**src/rtl/regfile_wb_scheduler.sv**
```systemverilog
// Register-file write-port arbiter (WB stage vs long-latency unit) with pending-write scoreboard and ID stalls.
// Latency: write port registered, 1 cycle; stall and ll_ready combinational.
// Backpressure: WB wins the port; an LL result starved for STARVE_LIMIT cycles freezes WB for one cycle.
module regfile_wb_scheduler #(
    parameter int unsigned MAX_OUTSTANDING = 4,
    parameter int unsigned STARVE_LIMIT    = 4
) (
    input  logic        clk,
    input  logic        reset,
    input  logic        issue_valid,
    input  logic [4:0]  issue_dest,
    input  logic [4:0]  id_rs,
    input  logic [4:0]  id_rt,
    input  logic        id_rs_used,
    input  logic        id_rt_used,
    output logic        stall,
    input  logic        wb_reg_write,
    input  logic [4:0]  wb_write_register,
    input  logic [31:0] wb_write_data,
    output logic        wb_hold,
    input  logic        ll_valid,
    input  logic [4:0]  ll_dest,
    input  logic [31:0] ll_data,
    output logic        ll_ready,
    output logic        rf_reg_write,
    output logic [4:0]  rf_write_register,
    output logic [31:0] rf_write_data,
    output logic [31:0] pending
);
    typedef enum logic [1:0] {IDLE, WAIT, FORCE} state_t;

    localparam logic [3:0] MAX_CNT    = 4'(MAX_OUTSTANDING);
    localparam logic [3:0] WAIT_LAST  = 4'(STARVE_LIMIT - 1);

    state_t      state_q, state_d;
    logic [3:0]  wait_cnt_q, wait_cnt_d;
    logic [3:0]  out_cnt_q, out_cnt_d;
    logic [31:0] pending_q, pending_d;
    logic        rf_reg_write_q, rf_reg_write_d;
    logic [4:0]  rf_write_register_q, rf_write_register_d;
    logic [31:0] rf_write_data_q, rf_write_data_d;

    logic wb_req, force_st, ll_fire, issue_go;
    logic [3:0] cnt_inc;

    always_comb begin
        wb_req   = wb_reg_write & (wb_write_register != 5'd0);
        force_st = (state_q == FORCE);
        ll_ready = force_st | ~wb_req;
        ll_fire  = ll_valid & ll_ready;
        wb_hold  = force_st;

        stall = (id_rs_used & (id_rs != 5'd0) & pending_q[id_rs])
              | (id_rt_used & (id_rt != 5'd0) & pending_q[id_rt])
              | (issue_valid & pending_q[issue_dest])
              | (issue_valid & (out_cnt_q == MAX_CNT));
        issue_go = issue_valid & ~stall;

        // Clear first, then set: a fire can never target a register issued this cycle.
        pending_d = pending_q;
        if (ll_fire)
            pending_d[ll_dest] = 1'b0;
        if (issue_go && issue_dest != 5'd0)
            pending_d[issue_dest] = 1'b1;

        cnt_inc = out_cnt_q + {3'd0, issue_go};
        if (ll_fire && cnt_inc != 4'd0)
            cnt_inc = cnt_inc - 4'd1;
        out_cnt_d = cnt_inc;

        rf_reg_write_d      = 1'b0;
        rf_write_register_d = rf_write_register_q;
        rf_write_data_d     = rf_write_data_q;
        if (wb_req && !force_st) begin
            rf_reg_write_d      = 1'b1;
            rf_write_register_d = wb_write_register;
            rf_write_data_d     = wb_write_data;
        end else if (ll_fire) begin
            rf_reg_write_d      = (ll_dest != 5'd0);
            rf_write_register_d = ll_dest;
            rf_write_data_d     = ll_data;
        end

        state_d    = state_q;
        wait_cnt_d = wait_cnt_q;
        case (state_q)
            IDLE: begin
                if (ll_valid && !ll_ready) begin
                    state_d    = WAIT;
                    wait_cnt_d = 4'd1;
                end
            end
            WAIT: begin
                if (ll_fire) begin
                    state_d    = IDLE;
                    wait_cnt_d = 4'd0;
                end else if (wait_cnt_q == WAIT_LAST) begin
                    state_d = FORCE;
                end else begin
                    wait_cnt_d = wait_cnt_q + 4'd1;
                end
            end
            FORCE: begin
                state_d    = IDLE;
                wait_cnt_d = 4'd0;
            end
            default: begin
                state_d    = IDLE;
                wait_cnt_d = 4'd0;
            end
        endcase
    end

    always_ff @(posedge clk or posedge reset) begin
        if (reset) begin
            state_q             <= IDLE;
            wait_cnt_q          <= 4'd0;
            out_cnt_q           <= 4'd0;
            pending_q           <= 32'd0;
            rf_reg_write_q      <= 1'b0;
            rf_write_register_q <= 5'd0;
            rf_write_data_q     <= 32'd0;
        end else begin
            state_q             <= state_d;
            wait_cnt_q          <= wait_cnt_d;
            out_cnt_q           <= out_cnt_d;
            pending_q           <= pending_d;
            rf_reg_write_q      <= rf_reg_write_d;
            rf_write_register_q <= rf_write_register_d;
            rf_write_data_q     <= rf_write_data_d;
        end
    end

    assign rf_reg_write      = rf_reg_write_q;
    assign rf_write_register = rf_write_register_q;
    assign rf_write_data     = rf_write_data_q;
    assign pending           = pending_q;
endmodule
```
**config.mk**
```make
export PLATFORM = sky130hd
export DESIGN_NAME = regfile_wb_scheduler
export DESIGN_NICKNAME = d
export VERILOG_FILES = /design/src/rtl/regfile_wb_scheduler.sv
export SDC_FILE = /design/constraint.sdc
export NUM_CORES = 1
export LEC_CHECK = 0
export ABC_CLOCK_PERIOD_IN_PS = 12000
export CORE_MARGIN = 10
export CORE_UTILIZATION = 49
export DETAILED_ROUTE_END_ITERATION = 10
export PLACE_DENSITY = 0.87
export RECOVER_POWER = 100
export SLEW_MARGIN = 25
export SYNTH_ARGS = -nofsm -noshare
export SYNTH_HDL_FRONTEND = slang
export SYNTH_SLANG_ARGS = --single-unit
```
**constraint.sdc**
```tcl
create_clock -name clk -period 12 [get_ports clk]
set_clock_uncertainty 0.05 [all_clocks]
set_input_delay 3.6 -clock clk [delete_from_list [all_inputs] [get_ports clk]]
set_output_delay 3.6 -clock clk [all_outputs]
set_load 0.005 [all_outputs]
```
Word level (Yosys, flattened, before mapping)

Index checks and enable logic that the tools add are counted.

Register bits: 80
Logic and storage cells: 86

Add/subtract/negate cells: 3
Multiplexer cells: 27
Magnitude comparators: 6
Bitwise operators: 18
Equal/unequal tests: 7
Reductions and logical operators: 18

Operators with widths:

| cell                                                                   | count |
|---|---|
| 32-bit 2-to-1 mux                                                      | 4 |
| 32-bit AND                                                             | 1 |
| 32-bit inverter                                                        | 1 |
| 32-bit OR                                                              | 1 |
| 5-bit nonzero test                                                     | 5 |
| 5-bit by 6-bit < comparator with 1-bit output (second input constant)  | 4 |
| 4-bit 2-to-1 mux                                                       | 4 |
| 1-bit binary-select mux with 5-bit select                              | 3 |
| 1-bit demux with 5-bit select                                          | 2 |
| 5-bit by 1-bit >= comparator with 1-bit output (second input constant) | 2 |
| 5-bit 2-to-1 mux                                                       | 2 |
| 1-bit AND                                                              | 9 |
| 4-bit one-hot mux with 2 select lines                                  | 1 |
| 1-bit 2-to-1 mux                                                       | 7 |
| 1-bit logical AND                                                      | 6 |
| 2-bit 2-to-1 mux                                                       | 3 |
| 3-bit inequality test (second input constant)                          | 2 |
| 4-bit by 1-bit adder with 4-bit output                                 | 1 |
| 4-bit by 1-bit adder with 4-bit output (second input constant)         | 1 |
| 4-bit by 2-bit == test with 1-bit output (second input constant)       | 1 |
| 4-bit by 3-bit == test with 1-bit output (second input constant)       | 1 |
| 1-bit OR                                                               | 4 |
| 2-bit one-hot mux with 2 select lines                                  | 1 |
| 2-bit AND reduction                                                    | 2 |
| other kinds (9)                                                        | 11 |

Logic depth before layout (Yosys ltp)

Depth after elaboration: 12
Gate-level depth with buffers: 14

Worst setup path before layout

Ideal clock, no wire load.

Path type: in2out
Start: in id_rs[0]
End: out stall
Slack: 3.160 ns
Path buffers: 1
Data required time: 8.350 ns
Stages on the path: 6
Arrival: 5.190 ns
Cell sequence: buf_6 > mux4_2 > mux2_2 > a221o_1 > a32oi_4 > nand2_1

Cells in the longest elaborated chain, start to end: 6
Elaborated cells between the ends (all ways): 8
Those cells by class: mux: 2; bitwise: 5; reduce/logical: 1

RTL lines:

| what                                                                                   | line | text |
|---|---|---|
| from (decl)                                                                            | 12   | `input logic [4:0] id_rs,` |
| 1-bit binary-select mux with 5-bit select / 5-bit nonzero test (equally long branches) | 53   | `stall = (id_rs_used & (id_rs != 5'd0) & pending_q[id_rs])` |
| 1-bit 2-to-1 mux (implied by the code) / 1-bit AND (equally long branches)             | 53   |  |
| 1-bit AND *                                                                            | 53   |  |
| 1-bit OR *                                                                             | 54   | `\| (id_rt_used & (id_rt != 5'd0) & pending_q[id_rt])` |
| 1-bit OR *                                                                             | 55   | `\| (issue_valid & pending_q[issue_dest])` |
| 1-bit OR *                                                                             | 56   | `\| (issue_valid & (out_cnt_q == MAX_CNT));` |
| to (decl)                                                                              | 16   | `output logic stall,` |

Mark *: on every way between the ends. The rest lies on a longest branch, timed or not. The select of a mux whose other input is x is not followed.

Final worst setup path

Ends and elaborated chain as after synthesis.

==> results.yml <==
status:
  status: "finished, violations left"
  violations: "max-capacitance violations, max-slew violations"
die:
  initial_core_util_pct: 49.9
  die_w_um: 117
  fp.dieH_um: 117
  num_rows: 35
  io_pins: 169
  die-area_um2: 13600
  core-area_um2: 9150
synth:
  seq_area_frac_synth_pct: 43.8
  synth_flop_cell: "dfrtp_1"
  syn_area_um2: 4570
  synthesis.nets: 544
  yosys.area.top_type: "dfrtp_1"
  synth.avg_cell_area_um2: 10.3
  ys_seq_elements: 80
  ys_types: 50
  async_flop_share_pct: 100
  synth_edf_count: 0
  synthCells: 444
  yosysWarnings: 0
  synth_top_area_share_pct: 43.8
  yosys-top-cells-area: "dfrtp_1, o21ai_0, mux2i_1, mux4_2, nand2_1"
global_route:
  antenna_found_initial: 1
  busiest_layer: "met2"
  gr-total-overflow: 0
  grt_use_met3_pct: 12.5
  grt_use_met1_pct: 26.8
  track_usage_pct: 23.4
  grt_pass1_vias: 4675
  use_met2_pct: 36.5
  grt_start_max_net_pins: 81
  grt_first_pass_wirelength_um: 24700
power:
  power_switching_mw: 0.340
  ir_worst_vdd_mv: 0.0691
  power-per-cell-area_nw_per_um2: 157
  clockPowerShare_pct: 23.2
  pwr-share-seq_pct: 41.1
  comb_power_share_pct: 35.7
  switching_share_pct: 33.2
  p_int_mw: 0.685
  total_power_mw: 1.03
  leakage_nw: 2.76
timing:
  worst_slew_pin_slew_ns: 4.29
  finalWorstSetupSlack_ns: 1.38
  finalMaxSlewViolations: 154
  period_share_pct: 88.5
  period_needed_ns: 10.62
  holdWs_ns: 0.502
  setup_violations: 0
  hold_viol_final: 0
  grt_setup_unrepaired: "no"
  slew_headroom_pct: -186
  finalSetupTns_ns: 0
  fmax_mhz: 94.1
worst_setup_path:
  critical_path.startpoint: "id_rs[0]"
  r2r_cells: 13
  rrSetupSlack_ns: 8.17
  path_class: "in2out"
  slowest_delay_ns: 0.94
  crit_arrival_ns: 6.97
  critPathRequiredTime_ns: 8.35
  worst-path-buf-inv: 2
  r2r_start: "pending[13]"
  critPathCapture: "stall"
  crit_family: "buffers and inverters"
  path_cells: "dlygate4sd3_1 > mux4_2 > mux2_2 > a221o_1 > a32oi_1 > nand2_1 > dlygate4sd3_1"
  crit_cells: 7
  crit_fanout: 11
  cp_slowest_cell: "dlygate4sd3_1"
  endpoint_kind: "output pin"
  worst_setup_path_start_kind: "primary input"
  r2r_end: "out_cnt_q[1]"
  crit_top_cell: "dlygate4sd3_1"
place:
  dp_slack_ns: 1.77
  place.gp.congestion: 0.938
  placedCellCount: 700
  hpwl_um: 12000
  place.port_buffers: 168
clocking:
  cts_tree: "built"
  cts.sinks: 80
  cts-root-buf: "clkbuf_8"
  clock_insertion_delay_worst_skew_ns: 0.35
  cts_buffer_depth: 2
  cts.reportedPaths.clkPinSlew_ns: 0.09
  cts_resized: 0
  ctsHoldBuffers: 0
  h-tree-depth: 3
  cts_setup_buffers: 0
  cts_buffers: 9
routing:
  drtPass1Iterations: 5
  drc: 0
  viasPerCell: 6.13
  wl_um: 15600
  ant_nets: 0
  via_count: 4398
  drtIter0Drc: 408
  wl_per_cell_um: 21.8
cells_and_area:
  fin_cells: 717
  area_delta_synth_final_pct: 42.7
  drive_gt1_share_pct: 8.93
  fillers: 678
  nNetsFinal: 700
  layout_commonest_cell: "o21ai_0"
  final_cell_mix: "o21ai_0, clkdlybuf4s50_1, dfrtp_1"
min_path:
  hp-class: "reg2reg"
flow_run:
  drv_cap: 2
-- synth_stat cells (2+ instances only) --
master and count:
nand2b_1 4, nor3b_1 2, buf_2 4, nor3_1 4, dfrtp_1 80, nor2_1 9
or3b_2 6, inv_1 10, mux4_2 20, o221a_2 2, nand2_1 50, mux2i_1 49
nand4_1 3, clkbuf_1 18, mux2_2 3, o31ai_1 4, xnor2_1 3, or3_1 4
ha_1 4, nand3b_1 8, a211oi_1 2, a21oi_1 4, o21ai_0 106, buf_1 3
o21a_1 3, nor2b_1 3, nand3_1 13
-- state kept, by name, indices dropped and copies added, names as in the netlist --
signal,cells
pending,32
rf_write_data,32
rf_write_register,5
out_cnt_q,4
wait_cnt_q,4
state_q,2
rf_reg_write,1
-- stage by stage --
step | util [%] | cell area (um2)
6_report | 71.2 | 6520
4_1_cts | 71.5 | 6540
2_1_floorplan | - | 4570
3_3_place_gp | 68.8 | 6300
3_5_place_dp | 68.8 | 6300
5_1_grt | 71.2 | 6520
-- worst min path at each step --
stage	from	endpoint	slack, ns	cells after the start
4_1_cts	wait_cnt_q[1]	wait_cnt_q[1]	0.49	2
3_5_place_dp	wait_cnt_q[1]	wait_cnt_q[1]	0.47	2
2_1_floorplan	wait_cnt_q[1]	wait_cnt_q[1]	0.42	2
6_report	wait_cnt_q[1]	wait_cnt_q[1]	0.50	2
3_3_place_gp	wait_cnt_q[1]	wait_cnt_q[1]	0.44	2
5_1_grt	wait_cnt_q[1]	wait_cnt_q[1]	0.53	2
-- area by class of cell --
type | instances | area (um2) | area share (%)
antenna | 1 | 2.50 | 0.0384
timing repair buffer | 171 | 1690 | 26.0
tap | 111 | 139 | 2.13
multi-input combinational | 328 | 2400 | 36.8
clock inverter | 7 | 120 | 1.84
inverter | 10 | 38.8 | 0.595
sequential | 80 | 2000 | 30.7
clock buffer | 9 | 124 | 1.90
-- power by group through the flow --
stage | combinational, mW | sequential (mW) | clock (mW)
floorplan | 0.192 | 0.397 | 0
global placement | 0.375 | 0.423 | 0
detailed placement | 0.390 | 0.426 | 0
CTS | 0.393 | 0.421 | 0.241
global route | 0.407 | 0.431 | 0.254
finish | 0.366 | 0.421 | 0.238
-- logic make-up after synthesis --
| logic type | Yosys count | share of synthesized area [%] |
|---|---|---|
| XOR/XNOR | 3 | 0.575 |
| flip-flops | 80 | 43.8 |
| multiplexers | 72 | 21.3 |
| buffers and inverters | 36 | 3.23 |
| AND/OR/NAND/NOR | 113 | 12.6 |
| adder cells (fa/ha/maj) | 4 | 1.10 |
| AO/OA/AOI/OAI | 136 | 17.3 |
-- metal layers --
layer	vias to the layer above	part of all wire, %
met5	-	0
met3	36	15
met1	2097	38
li1	1968	-
met4	0	2.1
met2	297	45
-- worst min-delay path, cell delays in order, from the launching register on --
cell and delay (ns):
dfrtp_1 0.40, nand2_1 0.06, o21ai_0 0.06
Note: power is estimated with default switching activity, not from simulation.
